==> src/rtl/controller_if.sv <==
// Controller <-> datapath control bundle: latched instruction in, selects/enables/pulses out.
// With CONTROLLER_MEMORY_WAIT_EN defined the bundle also carries memory_ready.
interface controller_if #(
  parameter int COUNT_WIDTH = 16
);
  logic [15:0]            instruction;
  logic [1:0]             alu_a_select;
  logic                   alu_b_select;
  logic [2:0]             alu_operation;
  logic                   program_counter_write_enable;
  logic                   instruction_write_enable;
  logic                   status_write_enable;
  logic                   register_write_enable;
  logic                   instruction_done;
  logic                   illegal_instruction;
  logic [COUNT_WIDTH-1:0] retired_count;
`ifdef CONTROLLER_MEMORY_WAIT_EN
  logic                   memory_ready;

  modport master (
    input  instruction, memory_ready,
    output alu_a_select, alu_b_select, alu_operation,
           program_counter_write_enable, instruction_write_enable,
           status_write_enable, register_write_enable,
           instruction_done, illegal_instruction, retired_count
  );
  modport slave (
    output instruction, memory_ready,
    input  alu_a_select, alu_b_select, alu_operation,
           program_counter_write_enable, instruction_write_enable,
           status_write_enable, register_write_enable,
           instruction_done, illegal_instruction, retired_count
  );
`else
  modport master (
    input  instruction,
    output alu_a_select, alu_b_select, alu_operation,
           program_counter_write_enable, instruction_write_enable,
           status_write_enable, register_write_enable,
           instruction_done, illegal_instruction, retired_count
  );
  modport slave (
    output instruction,
    input  alu_a_select, alu_b_select, alu_operation,
           program_counter_write_enable, instruction_write_enable,
           status_write_enable, register_write_enable,
           instruction_done, illegal_instruction, retired_count
  );
`endif
endinterface

==> src/rtl/controller.sv <==
// Multicycle control FSM (FETCH/LOAD/DECODE/EXECUTE/WRITEBACK) for the 16-bit CPU; Moore outputs.
// Optional CONTROLLER_MEMORY_WAIT_EN: FETCH also waits for memory_ready.
module controller #(
  parameter int MEMORY_LATENCY = 1,
  parameter int COUNT_WIDTH    = 16
) (
  input  logic         clock,
  input  logic         reset,
  controller_if.master bus
);
  localparam int LAT = (MEMORY_LATENCY < 1) ? 1 : MEMORY_LATENCY;
  localparam int CW  = (LAT > 1) ? $clog2(LAT) : 1;
  localparam logic [CW-1:0] LAT_LAST = CW'(LAT - 1);

  localparam logic [2:0] OP_ADD = 3'b000;
  localparam logic [2:0] OP_SUB = 3'b001;
  localparam logic [2:0] OP_CMP = 3'b010;
  localparam logic [2:0] OP_AND = 3'b011;
  localparam logic [2:0] OP_OR  = 3'b100;
  localparam logic [2:0] OP_XOR = 3'b101;

  typedef enum logic [2:0] {
    S_FETCH, S_LOAD, S_DECODE, S_EXECUTE, S_WRITEBACK
  } state_t;

  state_t                 state_q, state_d;
  logic [CW-1:0]          cnt_q, cnt_d;
  logic [COUNT_WIDTH-1:0] retired_q, retired_d;

  logic       mem_ok;
  logic       lat_done;
  logic [3:0] code;
  logic       dec_legal;
  logic       dec_arith;
  logic       dec_cmp;
  logic [1:0] dec_a;
  logic [2:0] dec_op;
  logic       unused_fields;

`ifdef CONTROLLER_MEMORY_WAIT_EN
  assign mem_ok = bus.memory_ready;
`else
  assign mem_ok = 1'b1;
`endif

  assign lat_done      = (cnt_q == LAT_LAST);
  assign unused_fields = ^{bus.instruction[11:8], bus.instruction[3:0]};

  // Register form carries its ALU code in ext; immediate form carries the same code in op.
  always_comb begin
    code      = (bus.instruction[15:12] == 4'b0000) ? bus.instruction[7:4]
                                                    : bus.instruction[15:12];
    dec_legal = 1'b1;
    dec_arith = 1'b0;
    dec_cmp   = 1'b0;
    dec_op    = OP_ADD;
    case (code)
      4'b0101: begin dec_op = OP_ADD; dec_arith = 1'b1; end
      4'b1001: begin dec_op = OP_SUB; dec_arith = 1'b1; end
      4'b1011: begin dec_op = OP_CMP; dec_arith = 1'b1; dec_cmp = 1'b1; end
      4'b0001: dec_op = OP_AND;
      4'b0010: dec_op = OP_OR;
      4'b0011: dec_op = OP_XOR;
      default: dec_legal = 1'b0;
    endcase
    if (bus.instruction[15:12] == 4'b0000) begin
      dec_a = 2'b01;
    end else begin
      dec_a = dec_arith ? 2'b10 : 2'b11;
    end
  end

  always_ff @(posedge clock or negedge reset) begin
    if (!reset) begin
      state_q   <= S_FETCH;
      cnt_q     <= '0;
      retired_q <= '0;
    end else begin
      state_q   <= state_d;
      cnt_q     <= cnt_d;
      retired_q <= retired_d;
    end
  end

  always_comb begin
    state_d   = state_q;
    cnt_d     = '0;
    retired_d = retired_q;
    case (state_q)
      S_FETCH: begin
        if (lat_done && mem_ok) begin
          state_d = S_LOAD;
        end else if (lat_done) begin
          cnt_d = cnt_q;
        end else begin
          cnt_d = cnt_q + 1'b1;
        end
      end
      S_LOAD:    state_d = S_DECODE;
      S_DECODE:  state_d = dec_legal ? S_EXECUTE : S_FETCH;
      // Counting on entry to WRITEBACK makes the new total visible alongside instruction_done.
      S_EXECUTE: begin
        state_d   = S_WRITEBACK;
        retired_d = retired_q + 1'b1;
      end
      S_WRITEBACK: state_d = S_FETCH;
      default:     state_d = S_FETCH;
    endcase
  end

  always_comb begin
    bus.alu_a_select                 = 2'b00;
    bus.alu_b_select                 = 1'b0;
    bus.alu_operation                = OP_ADD;
    bus.program_counter_write_enable = 1'b0;
    bus.instruction_write_enable     = 1'b0;
    bus.status_write_enable          = 1'b0;
    bus.register_write_enable        = 1'b0;
    bus.instruction_done             = 1'b0;
    bus.illegal_instruction          = 1'b0;
    case (state_q)
      S_LOAD: begin
        bus.instruction_write_enable     = 1'b1;
        bus.program_counter_write_enable = 1'b1;
        bus.alu_b_select                 = 1'b1;
      end
      S_DECODE: bus.illegal_instruction = ~dec_legal;
      S_EXECUTE: begin
        bus.alu_a_select        = dec_a;
        bus.alu_operation       = dec_op;
        bus.status_write_enable = dec_arith;
      end
      S_WRITEBACK: begin
        bus.alu_a_select          = dec_a;
        bus.alu_operation         = dec_op;
        bus.register_write_enable = ~dec_cmp;
        bus.instruction_done      = 1'b1;
      end
      default: ;
    endcase
  end

  assign bus.retired_count = retired_q;
endmodule

==> src/flat_wrapper.sv <==
// flat-port wrapper written by rule: the top's interface ports become plain ports
module controller_flat 
#(
  parameter int MEMORY_LATENCY = 1,
  parameter int COUNT_WIDTH    = 16
)
  (clock, reset, bus_instruction, bus_alu_a_select, bus_alu_b_select, bus_alu_operation, bus_program_counter_write_enable, bus_instruction_write_enable, bus_status_write_enable, bus_register_write_enable, bus_instruction_done, bus_illegal_instruction, bus_retired_count);
  controller_if #(.COUNT_WIDTH(COUNT_WIDTH)) bus_i ();
  input  logic clock;
  input  logic reset;
  input wire logic [$bits(bus_i.instruction)-1:0] bus_instruction;
  output wire logic [$bits(bus_i.alu_a_select)-1:0] bus_alu_a_select;
  output wire logic [$bits(bus_i.alu_b_select)-1:0] bus_alu_b_select;
  output wire logic [$bits(bus_i.alu_operation)-1:0] bus_alu_operation;
  output wire logic [$bits(bus_i.program_counter_write_enable)-1:0] bus_program_counter_write_enable;
  output wire logic [$bits(bus_i.instruction_write_enable)-1:0] bus_instruction_write_enable;
  output wire logic [$bits(bus_i.status_write_enable)-1:0] bus_status_write_enable;
  output wire logic [$bits(bus_i.register_write_enable)-1:0] bus_register_write_enable;
  output wire logic [$bits(bus_i.instruction_done)-1:0] bus_instruction_done;
  output wire logic [$bits(bus_i.illegal_instruction)-1:0] bus_illegal_instruction;
  output wire logic [$bits(bus_i.retired_count)-1:0] bus_retired_count;
  assign bus_i.instruction = bus_instruction;
  assign bus_alu_a_select = bus_i.alu_a_select;
  assign bus_alu_b_select = bus_i.alu_b_select;
  assign bus_alu_operation = bus_i.alu_operation;
  assign bus_program_counter_write_enable = bus_i.program_counter_write_enable;
  assign bus_instruction_write_enable = bus_i.instruction_write_enable;
  assign bus_status_write_enable = bus_i.status_write_enable;
  assign bus_register_write_enable = bus_i.register_write_enable;
  assign bus_instruction_done = bus_i.instruction_done;
  assign bus_illegal_instruction = bus_i.illegal_instruction;
  assign bus_retired_count = bus_i.retired_count;
  controller #(.MEMORY_LATENCY(MEMORY_LATENCY), .COUNT_WIDTH(COUNT_WIDTH)) u_core (.clock(clock), .reset(reset), .bus(bus_i));
endmodule
==> config.mk <==
export PLATFORM = sky130hd
export DESIGN_NAME = controller_flat
export DESIGN_NICKNAME = d
export VERILOG_FILES = /design/src/rtl/controller_if.sv /design/src/rtl/controller.sv /design/src/flat_wrapper.sv
export SDC_FILE = /design/constraint.sdc
export NUM_CORES = 1
export LEC_CHECK = 0
export CORE_MARGIN = 2
export CORE_UTILIZATION = 41
export DETAILED_ROUTE_END_ITERATION = 8
export PLACE_DENSITY = 0.76
export RECOVER_POWER = 100
export SETUP_SLACK_MARGIN = 0.4
export SYNTH_ARGS = -nofsm -noshare
export SYNTH_HDL_FRONTEND = slang
export SYNTH_SLANG_ARGS = --single-unit
==> constraint.sdc <==
create_clock -name clock -period 1.7 [get_ports clock]
set_input_delay 0.17 -clock clock [delete_from_list [all_inputs] [get_ports clock]]
set_output_delay 0.17 -clock clock [all_outputs]
set_load 0.005 [all_outputs]
# Word level (Yosys, flattened, before mapping)
# Cells that the tools add are included.
# Widths: inputs -> output; s select.
# totals
input_bits,18
elab_cells,42
output_inout_bits,28
reg_bits,20
# op_classes
mux,19
n_bitwise,2
n_reduce_logical,5
n_eq_ne,11
n_addsub,2
# op_table
cell,count
$add 16x1->16 const B,1
$pmux 3 s5,1
$pmux 3 s4,1
$mux 1,11
$eq 4x2->1 const B,2
$eq 4x4->1 const B,2
$eq 3x2->1 const B,2
$mux 2,3
$mux 3,2
$reduce_or 6->1,1
$eq 4x1->1 const B,1
$eq 4x3->1 const B,1
$logic_not 4->1,1
$mux 4,1
$eq 3x1->1 const B,1
$eq 3x3->1 const B,1
$logic_not 3->1,1
$reduce_or 3->1,1
$ne 2x2->1 const B,1
$not 1->1,2
$reduce_or 2->1,1
$add 1x1->1 const B,1

# Logic depth before layout (Yosys ltp)
# Gate-level depths: netlist of run 1.
# logic_depth
ltp_word,8
depth_mapped,5
mapped_depth_nobuf,5

# Worst setup path before layout of run 1
# Ideal clock, no wire load.
# synth_path
kind,flip-flop to output port
start,register u_core.state_q[0]
end,output port bus_alu_operation[0]
setup_slack_ns,0.276
stages_incl_launch_ff,4
t_required_ns,1.530
path_buffers,0
arrival_time_ns,1.254
path_cell_list,dfrtp_1 -> nor3b_1 -> nor2_1 -> nor3b_1
# synth_between
elab_chain_cells,3
elab_cells_between_ends,4
cone_classes,eq/ne (2); mux (1); reduce/logical (1)
# synth_lines
item,line_no,source
"start, declared",controller.sv:26,"state_t state_q, state_d;"
"start signal, assigned",controller.sv:79,state_q <= state_d;
$eq 3x3->1 or $eq 3x2->1 (tied branches),controller.sv:121,case (state_q)
$reduce_or 2->1 (no line) *,n/a,
$mux 3 *,controller.sv:121,
"end, declared",flat_wrapper.sv:14,output wire logic [$bits(bus_i.alu_operation)-1:0] bus_alu_operation;
# Mark *: on every way between the ends. The rest lies on a longest branch, timed or not.

# Final worst setup path of run 1
# layout_path
start,register u_core.state_q[1]
end,output port bus_instruction_write_enable
# layout_between
elab_chain_cells,2
# layout_lines
item,line_no,source
$eq 3x1->1,controller.sv:121,
$mux 1,controller.sv:121,
"end, declared",flat_wrapper.sv:16,output wire logic [$bits(bus_i.instruction_write_enable)-1:0] bus_instruction_write_enable;
# No other way between the ends.

==> flow_metrics.env, run 1 <==
export IMPL_share_comb_of_total_power=0.632
export IMPL_avgSynthCellArea_um2=10.0
export IMPL_finalWorstSetupSlack_ns=-0.0591
export IMPL_track_usage=0.304
export IMPL_cp_slowest_cell="dfrtp_2"
export IMPL_synth_edf_count=0
export IMPL_vdd_drop_max_mv=1.02
export IMPL_synth_cells=104
export IMPL_worst_path_buf_inv=3
export IMPL_hold_viol_final=0
export IMPL_rsz0062_at_grt="yes"
export IMPL_clk_path_buf_depth=2
export IMPL_layout_drive_gt1_share=0.647
export IMPL_start_util=0.428
export IMPL_drv_slew=0
export IMPL_seq_area_frac_synth=0.456
export IMPL_drcViolationCount=0
export IMPL_vias=1430
export IMPL_hold_path_class="primary input to async pin"
export IMPL_fin_nets=235
export IMPL_critical_path_class="register to output pin"
export IMPL_layout_common_cells="48 x buf_4, 28 x buf_6, 16 x dlygate4sd2_1"
export IMPL_ys_async_sr_fraction=1.00
export IMPL_cpPeakStageDelay_ns=0.47
export IMPL_syn_area_um2=1040
export IMPL_synth_fp_nets=123
export IMPL_final_common_cell="buf_4"
export IMPL_wl_per_cell_um=23.8
export IMPL_status="complete, but fails checks"
export IMPL_numCtsBuffers=3
export IMPL_rows=18
export IMPL_place_ws_ns=-0.506
export IMPL_fp_dieArea_um2=2960
export IMPL_antenna_found_initial=0
export IMPL_netSwitchingPower_mw=0.917
export IMPL_pwr_share_seq=0.266
export IMPL_hold_worst_slack_ns=0.561
export IMPL_rrSetupSlack_ns=0
export IMPL_violations="negative setup slack"
export IMPL_hold_buffers=0
export IMPL_portBuffers=37
export IMPL_finalSetupViolations=8
export IMPL_fin_worst_skew_ns=0.00227
export IMPL_rr_startpoint="u_core.state_q[1]"
export IMPL_area_delta_synth_final_pct=121
export IMPL_ys_ff_latch=19
export IMPL_grt_max_degree=20
export IMPL_tightest_slew_ns=1.07
export IMPL_synth_area_leaders="dfrtp_1 46%, xnor2_1 10%, nor2_1 5.0%"
export IMPL_required_ns=1.53
export IMPL_timing_final_crit_share=1.03
export IMPL_path_depth=5
export IMPL_cp_end_kind="output pin"
export IMPL_critPathMaxFanout=3
export IMPL_initialDrtViolationCount=41
export IMPL_cts_sinks=19
export IMPL_cp_start_kind="register"
export IMPL_timing_fmax_ghz=0.568
export IMPL_grt_overflow=0
export IMPL_startpoint="u_core.state_q[1]"
export IMPL_ys_types=32
export IMPL_p_clk_frac=0.103
export IMPL_grt_pass1_vias=1327
export IMPL_ys_flop_type="dfrtp_1"
export IMPL_core_um2=2430
export IMPL_place_area_um2=1560
export IMPL_io_pins=46
export IMPL_fin_crit_ns=1.76
export IMPL_cts_root_buf="clkbuf_4"
export IMPL_gp_congestion=0.753
export IMPL_critPathArrivalTime_ns=1.59
export IMPL_r2r_cells=8
export IMPL_drtPass1Iterations=4
export IMPL_postRouteAntennaNets=0
export IMPL_diodes=0
export IMPL_dp_hpwl_um=1980
export IMPL_clkTransAtPathRegs_ns=0.12
export IMPL_synth_top_area_share=0.456
export IMPL_wl_um=5830
export IMPL_vias_per_cell=5.84
export IMPL_critical_path_cell_chain="buf_6, or2b_1, nor2_2, buf_4, buf_6"
export IMPL_crit_path_end="bus_instruction_write_enable"
export IMPL_grt_pass1_wl_um=6400
export IMPL_worstSkewPairLatency_ns=0.31
export IMPL_yosysTopAreaCell="dfrtp_1"
export IMPL_fin_area_um2=2300
export IMPL_die_y_um=54.4
export IMPL_switching_share=0.380
export IMPL_yosys_warnings=0
export IMPL_slew_headroom=0.284
export IMPL_cts_max_level=1
export IMPL_crit_family="flip-flops"
export IMPL_cap_violations=0
export IMPL_power_leakage_nw=1.26
export IMPL_cts_tree="done"
export IMPL_r2r_end="u_core.bus.retired_count[15]"
export IMPL_die_w_um=54.4
export IMPL_power_density_nw_per_um2=1050
export IMPL_intPower_mw=1.50
export IMPL_cpMostUsedCell="buf_6"
-- state kept, by name, indices dropped and copies added, names as in the netlist --
signal and count:
u_core.bus.retired_count 16, u_core.state_q 3
-- cells in the mapped netlist, drive strengths merged (4+ instances only) --
master	number
xor2	4
nor2	14
nor4	4
nand4	6
xnor2	12
inv	5
nand2	10
dfrtp	19
-- through the flow --
step,utilization,total power [mW],std cells,TNS (ns)
6_report,0.945,2.41,245,-0.268
5_1_grt,0.945,2.50,245,-0.764
4_1_cts,0.861,1.99,236,0
3_5_place_dp,0.641,1.37,185,-3.06
3_3_place_gp,0.641,1.34,185,-2.61
2_1_floorplan,-,0.957,104,0
-- power groups by stage --
stage	Clock, mW	Sequential [mW]	Combinational [mW]
after global placement	0	0.654	0.682
after floorplan	0	0.652	0.306
after global routing	0.275	0.645	1.58
after CTS	0.230	0.617	1.14
after detailed placement	0	0.660	0.706
final	0.248	0.641	1.52
-- worst min path at each step --
stage                     cells past startpoint                           end                          from
after floorplan                               0   u_core.bus.retired_count[0]                         reset
after global placement                        1  u_core.bus.retired_count[15]  u_core.bus.retired_count[15]
after detailed placement                      1  u_core.bus.retired_count[15]  u_core.bus.retired_count[15]
after CTS                                     2   u_core.bus.retired_count[8]                         reset
after global routing                          2  u_core.bus.retired_count[14]  u_core.bus.retired_count[14]
final                                         2   u_core.bus.retired_count[8]                         reset
-- logic make-up after synthesis --
| kind of cell | Yosys count | synth area share |
|---|---|---|
| buffers and inverters | 7 | 0.0372 |
| and+or+nand+nor | 50 | 0.280 |
| AOI/OAI and AO/OA | 11 | 0.0804 |
| DFF | 19 | 0.456 |
| adders and majority gates | 1 | 0.0120 |
| xor gates and xnor gates | 16 | 0.134 |
-- routing by layer --
layer  vias to the layer above  global-route usage  wire (um)
met5                         -                   0          0
met3                        46              0.0464        471
met2                       140               0.578       2850
met1                       653               0.330       2030
li1                        591                   -          -
met4                         0               0.125        482
-- repair_timing --
action                                  4_1_cts  5_1_grt
gates resized for setup                     138       44
pin swaps                                    29       32
setup buffers                                47        9
endpoints found under the setup margin       41       28
-- layout make-up --
class / instances / area [um^2]
repair buffers: 109 / 926
well taps: 30 / 37.5
inverters: 5 / 23.8
clock buffers: 4 / 26.3
multi-input cells: 78 / 805
flip-flops and latches: 19 / 480
fillers: 66 / 134
No activity file was read; power rests on OpenSTA's default activity.
==> inputs of run 2 (changes only) <==
Settings changed: CORE_UTILIZATION 41 to 44, PLACE_DENSITY 0.76 to 0.81.
Clock period 1.7 ns to 2.2 ns, I/O delays scaled along.
==> run 2 against run 1 <==
The flow now finishes without violations. Sequential share of layout area increased by 7.6 points. Core utilization down 20 points. Final cell count is 18% lower. Critical path depth did not move. Combinational power decreased by 62%. Clock skew hardly changed. Cell area fell by 27%. Sequential cell count stayed put.
==> flow_metrics.env, run 2 (synthesized netlist as in run 1, its figures left out) <==
export IMPL_status="finished, final reports clean"
export IMPL_core_um2=2230
export IMPL_hold_start="u_core.bus.retired_count[15]"
export IMPL_fp_dieArea_um2=2770
export IMPL_drcViolationCount=0
export IMPL_postRouteAntennaNets=0
export IMPL_finalSetupViolations=0
export IMPL_hold_viol_final=0
export IMPL_grt_pass1_wl_um=5040
export IMPL_fin_setup_tns_ns=0
export IMPL_grt_max_degree=20
export IMPL_cts_tree="done"
export IMPL_die_y_um=52.7
export IMPL_diodes=0
export IMPL_gp_congestion=0.743
export IMPL_critPathArrivalTime_ns=1.64
export IMPL_startpoint="u_core.state_q[0]"
export IMPL_rsz0062_at_grt="yes"
export IMPL_tightest_slew_ns=1.03
export IMPL_fin_worst_skew_ns=0.00206
export IMPL_layout_common_cells="24 x buf_4, 19 x dfrtp_1, 17 x dlygate4sd3_1"
export IMPL_vias_per_cell=5.26
export IMPL_cts_root_buf="clkbuf_4"
export IMPL_track_usage=0.251
export IMPL_hold_path_class="register to register"
export IMPL_hold_buffers=0
export IMPL_wl_per_cell_um=15.6
export IMPL_place_area_um2=1520
export IMPL_slew_headroom=0.314
export IMPL_rows=17
export IMPL_rr_startpoint="u_core.state_q[1]"
export IMPL_clk_path_buf_depth=2
export IMPL_numCtsBuffers=3
export IMPL_grt_pass1_vias=1175
export IMPL_portBuffers=37
export IMPL_fin_crit_ns=1.86
export IMPL_required_ns=1.98
export IMPL_r2r_cells=7
export IMPL_area_delta_synth_final_pct=60.3
export IMPL_place_ws_ns=-0.111
export IMPL_timing_fmax_ghz=0.537
export IMPL_finalWorstSetupSlack_ns=0.338
export IMPL_wl_um=3150
export IMPL_dp_hpwl_um=2030
export IMPL_critical_path_class="register to output pin"
export IMPL_cp_end_kind="output pin"
export IMPL_drtPass1Iterations=6
export IMPL_antenna_found_initial=0
export IMPL_hold_worst_slack_ns=0.480
export IMPL_r2r_end="u_core.bus.retired_count[14]"
export IMPL_fin_nets=194
export IMPL_start_util=0.467
export IMPL_worstSkewPairLatency_ns=0.29
export IMPL_cts_sinks=19
export IMPL_power_leakage_nw=0.835
export IMPL_critPathMaxFanout=3
export IMPL_timing_final_crit_share=0.847
export IMPL_cap_violations=0
export IMPL_cts_max_level=1
export IMPL_io_pins=46
export IMPL_power_density_nw_per_um2=747
export IMPL_initialDrtViolationCount=13
export IMPL_die_w_um=52.7
export IMPL_cp_start_kind="register"
export IMPL_final_common_cell="buf_4"
export IMPL_drv_slew=0
export IMPL_power_mw=1.25
export IMPL_grt_overflow=0
export IMPL_vdd_drop_max_mv=0.499
export IMPL_rrSetupSlack_ns=0.36
export IMPL_fin_area_um2=1670
export IMPL_largest_reg_flops=16
export IMPL_vias=1063
export IMPL_nFillCells=170
export IMPL_crit_path_end="bus_instruction_write_enable"
export IMPL_clkTransAtPathRegs_ns=0.10
export IMPL_layout_drive_gt1_share=0.276
run 2: cell types whose count changed in the layout (fill, tap and decap cells not counted), sizes merged:
cell,delta
dlygate4sd3,+16
inv,+1
dlymetal6s2s,+1
clkinv,-1
clkbuf,+9
dlygate4sd2,-6
buf,-61
run 2: how the worst min path moves through the flow:
stage / endpoint / depth (start not counted)
floorplan: u_core.bus.retired_count[0] / 0
global placement: u_core.bus.retired_count[15] / 1
detailed placement: u_core.bus.retired_count[15] / 1
CTS: u_core.bus.retired_count[14] / 2
global route: u_core.bus.retired_count[15] / 1
finish: u_core.bus.retired_count[15] / 1
run 2: layer usage:
layer,up-vias,GRT usage,routed length (um),share of wire
li1,505,-,-,-
met1,504,0.246,1140,0.36
met2,44,0.454,1790,0.57
met3,10,0.0486,142,0.045
met4,0,0.192,81,0.026
met5,-,0,0,0
run 2: report_power, final:
part | switching [mW] | leakage (nW) | internal, mW | total, mW
combinational | 0.243 | 0.564 | 0.336 | 0.579
clock | 0.0994 | 0.0150 | 0.0705 | 0.170
sequential | 0.0917 | 0.256 | 0.407 | 0.499
run 2: critical path, stage by stage (launching register included):
cell           delay (ns)
dfrtp_1              0.45
clkbuf_4             0.17
buf_4                0.10
or2b_1               0.23
nor2_1               0.14
dlygate4sd2_1        0.26
run 2: layout make-up:
cell class	count	area, um^2	area share
tap	28	35.0	0.0210
inverter	5	23.8	0.0142
clock buffer	4	26.3	0.0157
multi-input combinational	78	564	0.338
timing repair buffer	68	546	0.327
sequential	19	475	0.285
run 2: through the flow:
step,utilization,cells
6_report,0.748,202
5_1_grt,0.748,202
4_1_cts,0.746,197
3_5_place_dp,0.678,178
3_3_place_gp,0.678,178
2_1_floorplan,-,104
run 2: timing repair:
action,CTS,global route
buffers inserted,15,5
pin swaps,7,6
setup endpoints to repair,12,8
gates resized for setup,39,19
==> inputs of run 3 (changes only) <==
Settings changed: CORE_UTILIZATION 44 to 37, PLACE_DENSITY 0.81 to 0.72.
Clock period 2.2 ns to 1.5 ns, I/O delays scaled along.
==> run 3 against run 2 <==
The flow now finishes with violations (negative setup slack). Via count grew 15%. Critical path depth rose by 1. Largest power group unchanged. Hold slack got worse by 0.16 ns. Critical endpoint is now bus_illegal_instruction.
==> flow_metrics.env, run 3 (synthesized netlist as in run 1, its figures left out) <==
export IMPL_required_ns=1.35
export IMPL_postRouteAntennaNets=0
export IMPL_wl_um=3640
export IMPL_hold_worst_slack_ns=0.317
export IMPL_io_pins=46
export IMPL_grt_max_degree=13
export IMPL_critPathArrivalTime_ns=1.50
export IMPL_cp_end_kind="output pin"
export IMPL_finalWorstSetupSlack_ns=-0.153
export IMPL_cap_violations=0
export IMPL_portBuffers=37
export IMPL_cp_slowest_cell="dfrtp_2"
export IMPL_fin_nets=231
export IMPL_grt_pass1_wl_um=5920
export IMPL_clk_path_buf_depth=2
export IMPL_dp_hpwl_um=2090
export IMPL_layout_drive_gt1_share=0.626
export IMPL_largest_reg_flops=16
export IMPL_timing_final_crit_share=1.10
export IMPL_slew_headroom=0.565
export IMPL_cpMostUsedCell="buf_4"
export IMPL_initialDrtViolationCount=35
export IMPL_numCtsBuffers=3
export IMPL_fp_dieArea_um2=3260
export IMPL_finalSetupViolations=18
export IMPL_gp_congestion=0.783
export IMPL_fin_crit_ns=1.65
export IMPL_die_y_um=57.1
export IMPL_cts_root_buf="clkbuf_4"
export IMPL_antenna_found_initial=0
export IMPL_critical_path_class="register to output pin"
export IMPL_finalCoreUtilization=0.785
export IMPL_vdd_drop_max_mv=0.935
export IMPL_critPathMaxFanout=3
export IMPL_status="complete, but fails checks"
export IMPL_core_um2=2710
export IMPL_hold_buffers=0
export IMPL_hold_path_class="primary input to async pin"
export IMPL_cts_sinks=19
export IMPL_violations="negative setup slack"
export IMPL_drcViolationCount=0
export IMPL_die_w_um=57.1
export IMPL_hold_viol_final=0
export IMPL_drv_slew=0
export IMPL_tightest_slew_ns=0.652
export IMPL_diodes=0
export IMPL_rrSetupSlack_ns=-0.12
export IMPL_cp_start_kind="register"
export IMPL_grt_pass1_vias=1325
export IMPL_drtPass1Iterations=4
export IMPL_crit_family="buffers and inverters"
export IMPL_rsz0062_at_grt="yes"
export IMPL_vias=1219
export IMPL_area_delta_synth_final_pct=104
export IMPL_power_leakage_nw=1.13
export IMPL_timing_fmax_ghz=0.605
export IMPL_worst_path_buf_inv=4
export IMPL_track_usage=0.232
export IMPL_power_density_nw_per_um2=1020
export IMPL_rows=19
export IMPL_start_util=0.385
export IMPL_final_common_cell="buf_4"
export IMPL_clkTransAtPathRegs_ns=0.11
export IMPL_vias_per_cell=5.04
export IMPL_cts_max_level=1
export IMPL_critical_path_cell_chain="buf_4, buf_6, buf_4, nor2_4, and4_1, buf_2"
export IMPL_wl_per_cell_um=15.0
export IMPL_worstSkewPairLatency_ns=0.29
export IMPL_fin_worst_skew_ns=0.00258
export IMPL_layout_common_cells="49 x buf_4, 20 x buf_6, 14 x buf_2, 14 x dfrtp_1"
export IMPL_grt_overflow=0
export IMPL_cpPeakStageDelay_ns=0.46
export IMPL_cts_tree="done"
-- run 3: path summary, 6_finish.rpt --
kind / startpoint / end / cells after the start
worst min register to register: u_core.bus.retired_count[15] / u_core.bus.retired_count[15] / 2
worst max-delay path: u_core.state_q[0] / bus_illegal_instruction / 6
worst max register to register: u_core.state_q[1] / u_core.bus.retired_count[10] / 8
max in group asynchronous: reset / u_core.state_q[1] / 2
min in group clock: u_core.bus.retired_count[15] / u_core.bus.retired_count[15] / 2
worst min-delay path: reset / u_core.bus.retired_count[8] / 2
-- run 3: what timing repair did --
action,CTS,global route
pin swaps,31,16
resized for setup,166,33
endpoints found under the setup margin,44,43
buffers inserted,34,11
cloned,0,0
-- run 3: power by group --
part           leakage, nW  switching (mW)  internal (mW)  total, mW
logic                0.866           0.519          0.698       1.22
registers            0.249          0.0944          0.607      0.701
clock network       0.0150           0.157          0.103      0.261
-- run 3: final cells by class --
| cell class | count | area, um^2 |
|---|---|---|
| inverter | 5 | 23.8 |
| fill | 198 | 583 |
| sequential | 19 | 482 |
| tap | 31 | 38.8 |
| multi-input combinational | 78 | 743 |
| clock buffer | 4 | 26.3 |
| timing repair buffer | 105 | 813 |
-- run 3: layer usage --
layer  GRT usage  wire [um]  vias up
met3      0.0272        164        6
li1            -          -      583
met4      0.0764         70        0
met2       0.456       2050       39
met5           0          0        -
met1       0.253       1360      591
-- run 3: metrics by stage --
step                total power [mW]  std cells  setup WS (ns)  setup TNS, ns  cell area, um^2
floorplan                       1.09        104          0.136              0             1060
global placement                1.54        193         -0.577          -4.14             1630
detailed placement              1.57        193         -0.640          -4.93             1630
CTS                             2.13        231         -0.131         -0.912             2040
global route                    2.31        242         -0.225          -2.71             2130
finish                          2.18        242         -0.153          -1.40             2130
-- run 3: worst reg2reg max path, cell delays in order, from the launching register on --
cell and delay (ns):
dfrtp_2 0.44, buf_6 0.12, nand3b_4 0.09, clkinv_4 0.07, buf_4 0.14, nand4_4 0.18
buf_12 0.19, nor4_4 0.15, xor2_1 0.17
